$ cat src/rtl/player_ctrl_if.sv
// Signal bundle between the player sequencer and its neighbours (keyboard, motion, collision, renderer).
// The master drives the game inputs; player_ctrl sits on the slave side.
interface player_ctrl_if;
  logic [7:0] keycode;
  logic [9:0] player_x;
  logic       player_hit;
  logic       missile_hit;
  logic [7:0] move_keycode;
  logic       player_respawn;
  logic       player_visible;
  logic       player_exploding;
  logic [2:0] lives;
  logic       game_over;
  logic       missile_active;
  logic [9:0] missile_x;
  logic [9:0] missile_y;

  modport master (
    output keycode, player_x, player_hit, missile_hit,
    input  move_keycode, player_respawn, player_visible, player_exploding,
           lives, game_over, missile_active, missile_x, missile_y
  );

  modport slave (
    input  keycode, player_x, player_hit, missile_hit,
    output move_keycode, player_respawn, player_visible, player_exploding,
           lives, game_over, missile_active, missile_x, missile_y
  );
endinterface

$ cat src/rtl/player_ctrl.sv
// Player ship sequencer: life cycle, lives, respawn invulnerability, movement gating
// and the single player missile, all stepped once per video frame.
module player_ctrl #(
  parameter int LIVES_INIT      = 3,
  parameter int EXPLODE_FRAMES  = 32,
  parameter int RESPAWN_FRAMES  = 60,
  parameter int INVULN_FRAMES   = 90,
  parameter int MISSILE_STEP    = 8,
  parameter int COOLDOWN_FRAMES = 8,
  parameter int PLAYER_Y        = 440
) (
  input  logic         frame_clk,
  input  logic         Reset_n,
  player_ctrl_if.slave bus
);

  localparam logic [2:0] ST_IDLE      = 3'd0;
  localparam logic [2:0] ST_ALIVE     = 3'd1;
  localparam logic [2:0] ST_EXPLODE   = 3'd2;
  localparam logic [2:0] ST_RESPAWN   = 3'd3;
  localparam logic [2:0] ST_GAME_OVER = 3'd4;

  localparam logic [7:0] KEY_START     = 8'h28;
  localparam logic [7:0] KEY_FIRE      = 8'h2C;
  localparam logic [2:0] LIVES_LOAD    = 3'(LIVES_INIT);
  localparam logic [7:0] EXPLODE_LAST  = 8'(EXPLODE_FRAMES - 1);
  localparam logic [7:0] RESPAWN_LAST  = 8'(RESPAWN_FRAMES - 1);
  localparam logic [7:0] INVULN_LOAD   = 8'(INVULN_FRAMES);
  localparam logic [7:0] COOLDOWN_LOAD = 8'(COOLDOWN_FRAMES);
  localparam logic [9:0] STEP_Y        = 10'(MISSILE_STEP);
  localparam logic [9:0] LAUNCH_Y      = 10'(PLAYER_Y - MISSILE_STEP);

  function automatic logic is_move_key(input logic [7:0] k);
    case (k)
      8'h04, 8'h07, 8'h4F, 8'h50: return 1'b1;
      default:                    return 1'b0;
    endcase
  endfunction

  logic [2:0] state_r, state_s;
  logic [2:0] lives_r, lives_s;
  logic [7:0] timer_r, timer_s;
  logic [7:0] invuln_r, invuln_s;
  logic [7:0] cooldown_r, cooldown_s;
  logic       start_prev_r, fire_prev_r, start_armed_r;
  logic       m_active_r, m_active_s;
  logic [9:0] m_x_r, m_x_s, m_y_r, m_y_s;
  logic [7:0] move_kc_r, move_kc_s;
  logic       respawn_r, respawn_s;
  logic       visible_r, visible_s;
  logic       exploding_r, exploding_s;
  logic       game_over_r, game_over_s;
  logic       clear_s;
  logic       start_ev_s, fire_ev_s;

  // Start only arms once the start key has been seen released, so a key held through reset cannot start a game.
  assign start_ev_s = (bus.keycode == KEY_START) && !start_prev_r && start_armed_r;
  assign fire_ev_s  = (bus.keycode == KEY_FIRE) && !fire_prev_r;

  // Life-cycle next state, lives, phase timer and invulnerability.
  always_comb begin
    state_s   = state_r;
    lives_s   = lives_r;
    timer_s   = timer_r;
    invuln_s  = invuln_r;
    respawn_s = 1'b0;
    clear_s   = 1'b0;
    case (state_r)
      ST_IDLE, ST_GAME_OVER: begin
        if (start_ev_s) begin
          state_s   = ST_ALIVE;
          lives_s   = LIVES_LOAD;
          invuln_s  = INVULN_LOAD;
          respawn_s = 1'b1;
          clear_s   = 1'b1;
        end else begin
          state_s = state_r;
        end
      end
      ST_ALIVE: begin
        invuln_s = (invuln_r != 8'd0) ? invuln_r - 8'd1 : 8'd0;
        if (bus.player_hit && (invuln_r == 8'd0)) begin
          state_s = ST_EXPLODE;
          lives_s = lives_r - 3'd1;
          timer_s = EXPLODE_LAST;
        end else begin
          state_s = ST_ALIVE;
        end
      end
      ST_EXPLODE: begin
        if (timer_r != 8'd0) begin
          timer_s = timer_r - 8'd1;
        end else if (lives_r == 3'd0) begin
          state_s = ST_GAME_OVER;
        end else begin
          state_s = ST_RESPAWN;
          timer_s = RESPAWN_LAST;
        end
      end
      ST_RESPAWN: begin
        if (timer_r != 8'd0) begin
          timer_s = timer_r - 8'd1;
        end else begin
          state_s   = ST_ALIVE;
          invuln_s  = INVULN_LOAD;
          respawn_s = 1'b1;
        end
      end
      default: begin
        state_s = ST_IDLE;
      end
    endcase
  end

  // Missile launch, flight and cooldown; it flies on through EXPLODE/RESPAWN until it ends by itself.
  always_comb begin
    m_active_s = m_active_r;
    m_x_s      = m_x_r;
    m_y_s      = m_y_r;
    cooldown_s = (cooldown_r != 8'd0) ? cooldown_r - 8'd1 : 8'd0;
    if (clear_s) begin
      m_active_s = 1'b0;
      m_x_s      = 10'd0;
      m_y_s      = 10'd0;
      cooldown_s = 8'd0;
    end else if (m_active_r) begin
      if (bus.missile_hit || (m_y_r < STEP_Y)) begin
        m_active_s = 1'b0;
        cooldown_s = COOLDOWN_LOAD;
      end else begin
        m_y_s = m_y_r - STEP_Y;
      end
    end else if (fire_ev_s && (state_r == ST_ALIVE) && (cooldown_r == 8'd0)) begin
      m_active_s = 1'b1;
      m_x_s      = bus.player_x;
      m_y_s      = LAUNCH_Y;
    end else begin
      m_active_s = 1'b0;
    end
  end

  // Output decode from the post-edge state so outputs change on the edge that samples their cause.
  always_comb begin
    move_kc_s   = ((state_s == ST_ALIVE) && is_move_key(bus.keycode)) ? bus.keycode : 8'd0;
    visible_s   = (state_s == ST_ALIVE) && ((invuln_s == 8'd0) || invuln_s[3]);
    exploding_s = (state_s == ST_EXPLODE);
    game_over_s = (state_s == ST_GAME_OVER);
  end

  // State and output registers with synchronous active-low reset.
  always_ff @(posedge frame_clk) begin
    if (!Reset_n) begin
      state_r       <= ST_IDLE;
      lives_r       <= 3'd0;
      timer_r       <= 8'd0;
      invuln_r      <= 8'd0;
      cooldown_r    <= 8'd0;
      start_prev_r  <= 1'b0;
      fire_prev_r   <= 1'b0;
      start_armed_r <= (bus.keycode != KEY_START);
      m_active_r    <= 1'b0;
      m_x_r         <= 10'd0;
      m_y_r         <= 10'd0;
      move_kc_r     <= 8'd0;
      respawn_r     <= 1'b0;
      visible_r     <= 1'b0;
      exploding_r   <= 1'b0;
      game_over_r   <= 1'b0;
    end else begin
      state_r       <= state_s;
      lives_r       <= lives_s;
      timer_r       <= timer_s;
      invuln_r      <= invuln_s;
      cooldown_r    <= cooldown_s;
      start_prev_r  <= (bus.keycode == KEY_START);
      fire_prev_r   <= (bus.keycode == KEY_FIRE);
      start_armed_r <= start_armed_r | (bus.keycode != KEY_START);
      m_active_r    <= m_active_s;
      m_x_r         <= m_x_s;
      m_y_r         <= m_y_s;
      move_kc_r     <= move_kc_s;
      respawn_r     <= respawn_s;
      visible_r     <= visible_s;
      exploding_r   <= exploding_s;
      game_over_r   <= game_over_s;
    end
  end

  assign bus.move_keycode     = move_kc_r;
  assign bus.player_respawn   = respawn_r;
  assign bus.player_visible   = visible_r;
  assign bus.player_exploding = exploding_r;
  assign bus.lives            = lives_r;
  assign bus.game_over        = game_over_r;
  assign bus.missile_active   = m_active_r;
  assign bus.missile_x        = m_x_r;
  assign bus.missile_y        = m_y_r;

endmodule
$ cat src/flat_wrapper.sv
// flat-port wrapper written by rule: the top's interface ports become plain ports
module player_ctrl_flat 
#(
  parameter int LIVES_INIT      = 3,
  parameter int EXPLODE_FRAMES  = 32,
  parameter int RESPAWN_FRAMES  = 60,
  parameter int INVULN_FRAMES   = 90,
  parameter int MISSILE_STEP    = 8,
  parameter int COOLDOWN_FRAMES = 8,
  parameter int PLAYER_Y        = 440
)
  (frame_clk, Reset_n, bus_keycode, bus_player_x, bus_player_hit, bus_missile_hit, bus_move_keycode, bus_player_respawn, bus_player_visible, bus_player_exploding, bus_lives, bus_game_over, bus_missile_active, bus_missile_x, bus_missile_y);
  player_ctrl_if bus_i ();
  input  logic frame_clk;
  input  logic Reset_n;
  input wire logic [$bits(bus_i.keycode)-1:0] bus_keycode;
  input wire logic [$bits(bus_i.player_x)-1:0] bus_player_x;
  input wire logic [$bits(bus_i.player_hit)-1:0] bus_player_hit;
  input wire logic [$bits(bus_i.missile_hit)-1:0] bus_missile_hit;
  output wire logic [$bits(bus_i.move_keycode)-1:0] bus_move_keycode;
  output wire logic [$bits(bus_i.player_respawn)-1:0] bus_player_respawn;
  output wire logic [$bits(bus_i.player_visible)-1:0] bus_player_visible;
  output wire logic [$bits(bus_i.player_exploding)-1:0] bus_player_exploding;
  output wire logic [$bits(bus_i.lives)-1:0] bus_lives;
  output wire logic [$bits(bus_i.game_over)-1:0] bus_game_over;
  output wire logic [$bits(bus_i.missile_active)-1:0] bus_missile_active;
  output wire logic [$bits(bus_i.missile_x)-1:0] bus_missile_x;
  output wire logic [$bits(bus_i.missile_y)-1:0] bus_missile_y;
  assign bus_i.keycode = bus_keycode;
  assign bus_i.player_x = bus_player_x;
  assign bus_i.player_hit = bus_player_hit;
  assign bus_i.missile_hit = bus_missile_hit;
  assign bus_move_keycode = bus_i.move_keycode;
  assign bus_player_respawn = bus_i.player_respawn;
  assign bus_player_visible = bus_i.player_visible;
  assign bus_player_exploding = bus_i.player_exploding;
  assign bus_lives = bus_i.lives;
  assign bus_game_over = bus_i.game_over;
  assign bus_missile_active = bus_i.missile_active;
  assign bus_missile_x = bus_i.missile_x;
  assign bus_missile_y = bus_i.missile_y;
  player_ctrl #(.LIVES_INIT(LIVES_INIT), .EXPLODE_FRAMES(EXPLODE_FRAMES), .RESPAWN_FRAMES(RESPAWN_FRAMES), .INVULN_FRAMES(INVULN_FRAMES), .MISSILE_STEP(MISSILE_STEP), .COOLDOWN_FRAMES(COOLDOWN_FRAMES), .PLAYER_Y(PLAYER_Y)) u_core (.frame_clk(frame_clk), .Reset_n(Reset_n), .bus(bus_i));
endmodule
$ cat config.mk
export PLATFORM = sky130hd
export DESIGN_NAME = player_ctrl_flat
export DESIGN_NICKNAME = d
export VERILOG_FILES = /design/src/rtl/player_ctrl_if.sv /design/src/rtl/player_ctrl.sv /design/src/flat_wrapper.sv
export SDC_FILE = /design/constraint.sdc
export NUM_CORES = 1
export LEC_CHECK = 0
export ABC_AREA = 1
export BUFFER_PORTS_ARGS = -buffer_cell sky130_fd_sc_hd__buf_2
export CORE_MARGIN = 8
export CORE_UTILIZATION = 50
export DETAILED_ROUTE_END_ITERATION = 8
export GPL_TIMING_DRIVEN = 0
export PLACE_DENSITY = 0.76
export SYNTH_ARGS = -nofsm -noshare
export SYNTH_HDL_FRONTEND = slang
export SYNTH_SLANG_ARGS = --single-unit
$ cat constraint.sdc
create_clock -name frame_clk -period 1.6 [get_ports frame_clk]
set_clock_uncertainty 0.1 [all_clocks]
set_input_delay 0.08 -clock frame_clk [delete_from_list [all_inputs] [get_ports frame_clk]]
set_output_delay 0.08 -clock frame_clk [all_outputs]
set_load 0.1 [all_outputs]
==> impl_metrics.xml <==
<?xml version="1.0" encoding="UTF-8"?>
<metrics>
  <group name="clock_tree">
    <metric name="cts.htree.levels" unit="">3</metric>
    <metric name="max_root_sink_buffers" unit="">2</metric>
    <metric name="clock_tree.root_cell" unit="">sky130_fd_sc_hd__clkbuf_8</metric>
    <metric name="clock_transition_at_the_registers_of_the_reported_paths" unit="ns">0.08</metric>
    <metric name="cts_buffers" unit="">9</metric>
    <metric name="clock_sink_count" unit="">63</metric>
    <metric name="cts_tree" unit="">built</metric>
    <metric name="insertion_delay" unit="ns">0.36</metric>
  </group>
  <group name="synth">
    <metric name="number_of_enable_type_register_cells_in_the_synthesized_netlist" unit="">0</metric>
    <metric name="ys_seq_elements" unit="">63</metric>
    <metric name="synth.yosys.warnings" unit="">0</metric>
    <metric name="synthesis.area" unit="um^2">3082</metric>
    <metric name="synthesis.area_per_instance" unit="um^2">7.117</metric>
    <metric name="yosysUniqueCellTypes" unit="">42</metric>
    <metric name="post-synth-top-count-cell" unit="">sky130_fd_sc_hd__nor2_1</metric>
    <metric name="synth_cells" unit="">433</metric>
    <metric name="yosys-top-cells-count" unit="">73 x sky130_fd_sc_hd__nor2_1, 68 x sky130_fd_sc_hd__nand2_1, 67 x sky130_fd_sc_hd__inv_1</metric>
    <metric name="synth_largest_area_cell" unit="">sky130_fd_sc_hd__dfxtp_1</metric>
    <metric name="synth-seq-area-share" unit="%">40.93</metric>
    <metric name="synth_top_cells_by_area" unit="">sky130_fd_sc_hd__dfxtp_1 41%, sky130_fd_sc_hd__nor2_1 8.9%, sky130_fd_sc_hd__nand2_1 8.3%, sky130_fd_sc_hd__inv_1 8.2%, sky130_fd_sc_hd__a21oi_1 4.9%</metric>
    <metric name="yosys_most_used_dff" unit="">sky130_fd_sc_hd__dfxtp_1</metric>
    <metric name="synth_top_area_share" unit="%">40.93</metric>
    <metric name="async_flop_share" unit="%">0</metric>
  </group>
  <group name="timing">
    <metric name="final.setup.worst_slack" unit="ns">-0.3815</metric>
    <metric name="report.final.setup_viol" unit="">49</metric>
    <metric name="fmax" unit="MHz">504.7</metric>
    <metric name="final-hold-violation-count" unit="">0</metric>
    <metric name="tns" unit="ns">-9.690</metric>
    <metric name="grt_setup_unrepaired" unit="">yes</metric>
    <metric name="relSlewSlack" unit="%">63.96</metric>
    <metric name="finalCriticalPeriod" unit="ns">1.982</metric>
    <metric name="final_max_slew_viol_count" unit="">0</metric>
    <metric name="layout_worst_path_cycle_share" unit="%">123.8</metric>
    <metric name="timing_worst_slew_pin_value" unit="ns">0.5407</metric>
  </group>
  <group name="finish">
    <metric name="stdcell_area" unit="um^2">4594</metric>
    <metric name="nets" unit="">590</metric>
    <metric name="num_antenna_cells" unit="">0</metric>
    <metric name="area_growth_syn_to_layout" unit="%">49.09</metric>
    <metric name="layout-drive-gt1-share" unit="%">41.84</metric>
  </group>
  <group name="critical_path">
    <metric name="critical_path.max_fanout" unit="">3</metric>
    <metric name="path_class" unit="">reg2reg</metric>
    <metric name="worst_r2r_path_depth" unit="">13</metric>
    <metric name="end_kind" unit="">flop</metric>
    <metric name="worst_ep_required_time" unit="ns">1.79</metric>
    <metric name="timing.critical_path.from_type" unit="">flop</metric>
    <metric name="cp.arrival" unit="ns">2.17</metric>
  </group>
  <group name="global_routing">
    <metric name="grt_usage" unit="%">20.47</metric>
    <metric name="grt_first_pass_wirelength" unit="um">14610</metric>
    <metric name="vias_in_the_first_global_route" unit="">3272</metric>
    <metric name="antenna_violations_before_repair" unit="">0</metric>
    <metric name="grt_max_degree" unit="">11</metric>
    <metric name="grt-ovfl-total" unit="">0</metric>
  </group>
  <group name="outcome">
    <metric name="violations_in_the_final_reports" unit="">negative setup slack</metric>
    <metric name="result_of_the_run" unit="">finished with violations</metric>
  </group>
  <group name="routing">
    <metric name="detail-route-antenna-nets" unit="">0</metric>
    <metric name="first_iter_violations" unit="">266</metric>
    <metric name="drt_first_pass_iters" unit="">5</metric>
    <metric name="post-route-drc-count" unit="">0</metric>
    <metric name="detail_route.wl_per_cell" unit="um">16.88</metric>
    <metric name="dr_total_vias" unit="">3528</metric>
    <metric name="postRouteWirelength" unit="um">10790</metric>
    <metric name="post_drt_via_cell_ratio" unit="">5.521</metric>
  </group>
  <group name="run">
    <metric name="maxcap_viol_count" unit="">0</metric>
  </group>
  <group name="pwr">
    <metric name="power_density" unit="nW/um^2">883.2</metric>
    <metric name="p_sw" unit="mW">1.229</metric>
    <metric name="internal_power" unit="mW">2.828</metric>
    <metric name="power.combinational.fraction" unit="%">22.7</metric>
    <metric name="leakagePower" unit="nW">2.243</metric>
    <metric name="power.clock.fraction" unit="%">34.2</metric>
    <metric name="power.sequential.fraction" unit="%">43.1</metric>
    <metric name="vdd.ir_drop.worst" unit="V">0.0007426</metric>
    <metric name="power.share.switching" unit="%">30.30</metric>
  </group>
  <group name="die">
    <metric name="chipWidth" unit="um">94.51</metric>
    <metric name="fp.dieH" unit="um">94.51</metric>
    <metric name="ioPinCount" unit="">58</metric>
    <metric name="rows" unit="">28</metric>
    <metric name="die-area" unit="um^2">8931</metric>
    <metric name="floorplan.initialDensity" unit="%">51.74</metric>
    <metric name="placeableCoreArea" unit="um^2">5956</metric>
  </group>
  <group name="place">
    <metric name="port-buffer-count" unit="">53</metric>
    <metric name="pre_cts_ws" unit="ns">-0.2805</metric>
    <metric name="detailed_place.area" unit="um^2">3505</metric>
    <metric name="dp_hpwl" unit="um">5406</metric>
    <metric name="gp_routability_congestion" unit="">0.9223</metric>
  </group>
  <group name="min_path">
    <metric name="worstHoldPathCells" unit="">4</metric>
    <metric name="hp-class" unit="">in2reg</metric>
  </group>
</metrics>
-- through the flow --
stage / instances / hold slack [ns] / util, % / power (mW)
2_1_floorplan: 437 / 0.1051 / - / 2.212
3_3_place_gp: 565 / 0.2120 / 58.84 / 2.307
3_5_place_dp: 565 / 0.2355 / 58.84 / 2.323
4_1_cts: 618 / 0.003543 / 70.25 / 3.818
5_1_grt: 639 / 0.01970 / 77.14 / 4.216
6_report: 639 / 0.005652 / 77.14 / 4.058
-- placed cells by master, fill, tap and decap left out, types with 5 or more instances in the layout --
| cell type | synthesis | layout |
|---|---|---|
| sky130_fd_sc_hd__nand2_1 | 68 | 57 |
| sky130_fd_sc_hd__nor2_1 | 73 | 55 |
| sky130_fd_sc_hd__buf_2 | 3 | 54 |
| sky130_fd_sc_hd__inv_1 | 67 | 52 |
| sky130_fd_sc_hd__dfxtp_1 | 63 | 41 |
| sky130_fd_sc_hd__buf_4 | 3 | 34 |
| sky130_fd_sc_hd__a21oi_1 | 30 | 24 |
| sky130_fd_sc_hd__nand3_1 | 24 | 20 |
| sky130_fd_sc_hd__dlygate4sd3_1 | 0 | 20 |
| sky130_fd_sc_hd__inv_2 | 6 | 18 |
| sky130_fd_sc_hd__nor2_2 | 4 | 14 |
| sky130_fd_sc_hd__o21ai_2 | 0 | 13 |
| sky130_fd_sc_hd__dfxtp_2 | 0 | 13 |
| sky130_fd_sc_hd__nor2_4 | 4 | 12 |
| sky130_fd_sc_hd__nand2_2 | 3 | 10 |
| sky130_fd_sc_hd__clkbuf_8 | 0 | 10 |
| sky130_fd_sc_hd__buf_6 | 1 | 9 |
| sky130_fd_sc_hd__dfxtp_4 | 0 | 9 |
| sky130_fd_sc_hd__nand4_1 | 7 | 7 |
| sky130_fd_sc_hd__o21ai_1 | 11 | 7 |
| sky130_fd_sc_hd__a21oi_2 | 0 | 6 |
| sky130_fd_sc_hd__xor2_1 | 5 | 5 |
| sky130_fd_sc_hd__a31oi_1 | 5 | 5 |
| sky130_fd_sc_hd__ha_1 | 9 | 5 |
| sky130_fd_sc_hd__conb_1 | 1 | 5 |
-- cell type report --
| class | count | area [um^2] |
|---|---|---|
| Multi-Input combinational cell | 291 | 1843 |
| Fill cell | 389 | 1361 |
| Sequential cell | 63 | 1311 |
| Timing Repair Buffer | 111 | 790.8 |
| Inverter | 74 | 285.3 |
| Clock buffer | 12 | 145.1 |
| Tap cell | 75 | 93.84 |
| Buffer | 9 | 80.08 |
| Clock inverter | 4 | 45.04 |
-- metal layers --
metal	up-vias	GRT usage [%]	wire length [um]
met5	-	0	0
met4	0	10.66	667
met3	74	6.190	785
met2	194	35.86	5426
met1	1634	21.71	3905
li1	1626	-	-
-- logic make-up after synthesis --
family	Yosys count	synth area share [%]
buf+inv	83	10.88
xor+xnor	9	2.558
simple gates	202	30.29
flops	63	40.93
other cells	1	0.1217
fa+ha+maj	9	3.654
compound gates	66	11.57
-- worst max-delay path, stage by stage (launching register included) --
cell and delay, ns:
sky130_fd_sc_hd__dfxtp_2 0.36, sky130_fd_sc_hd__inv_4 0.05, sky130_fd_sc_hd__buf_4 0.15, sky130_fd_sc_hd__ha_4 0.16, sky130_fd_sc_hd__inv_1 0.10, sky130_fd_sc_hd__nor2_2 0.06
sky130_fd_sc_hd__buf_4 0.14, sky130_fd_sc_hd__nand4_1 0.08, sky130_fd_sc_hd__nand3_1 0.09, sky130_fd_sc_hd__nor2_2 0.15, sky130_fd_sc_hd__nand2_1 0.15, sky130_fd_sc_hd__nor2_1 0.13
sky130_fd_sc_hd__nand2_1 0.07, sky130_fd_sc_hd__a21oi_1 0.13
-- state kept, by name (all words and copies together) (netlist names) --
| register | cells |
|---|---|
| u_core.bus.move_keycode | 8 |
| u_core.bus.player_visible | 1 |
| u_core.bus.lives | 3 |
| u_core.fire_prev_r | 1 |
| u_core.bus.missile_x | 10 |
| u_core.timer_r | 8 |
| u_core.bus.missile_active | 1 |
| u_core.state_r | 3 |
| u_core.start_prev_r | 1 |
| u_core.start_armed_r | 1 |
| u_core.bus.player_exploding | 1 |
| u_core.bus.game_over | 1 |
| u_core.bus.missile_y | 7 |
| u_core.cooldown_r | 8 |
| u_core.bus.player_respawn | 1 |
| u_core.invuln_r | 8 |
-- timing repair --
item                                    CTS  global route
gates resized for setup                  54            77
endpoints found under the hold margin    19             2
buffers inserted                         15            20
gates cloned                              2             1
endpoints found under the setup margin   53            56
hold buffers                             20             1
pin swaps                                23            31
-- power by group through the flow --
stage | Sequential, mW | Combinational (mW) | Clock, mW
after floorplan | 1.76 | 0.455 | 0
after global placement | 1.74 | 0.562 | 0
after detailed placement | 1.75 | 0.576 | 0
after CTS | 1.73 | 0.717 | 1.37
after global routing | 1.75 | 0.994 | 1.47
final | 1.75 | 0.921 | 1.39
-- path summary, 6_finish.rpt --
path / slack (ns) / to / startpoint
setup / recovery: -0.38 / u_core.bus.player_visible$_SDFF_PN0_ / u_core.invuln_r[0]$_SDFF_PN0_
hold / removal: 0.006 / u_core.start_armed_r$_DFF_P_ / bus_keycode[5]
setup reg to reg: -0.38 / u_core.bus.player_visible$_SDFF_PN0_ / u_core.invuln_r[0]$_SDFF_PN0_
hold reg to reg: 0.31 / u_core.cooldown_r[0]$_SDFF_PP0_ / u_core.cooldown_r[0]$_SDFF_PP0_
Note: power is estimated with default switching activity, not from simulation.
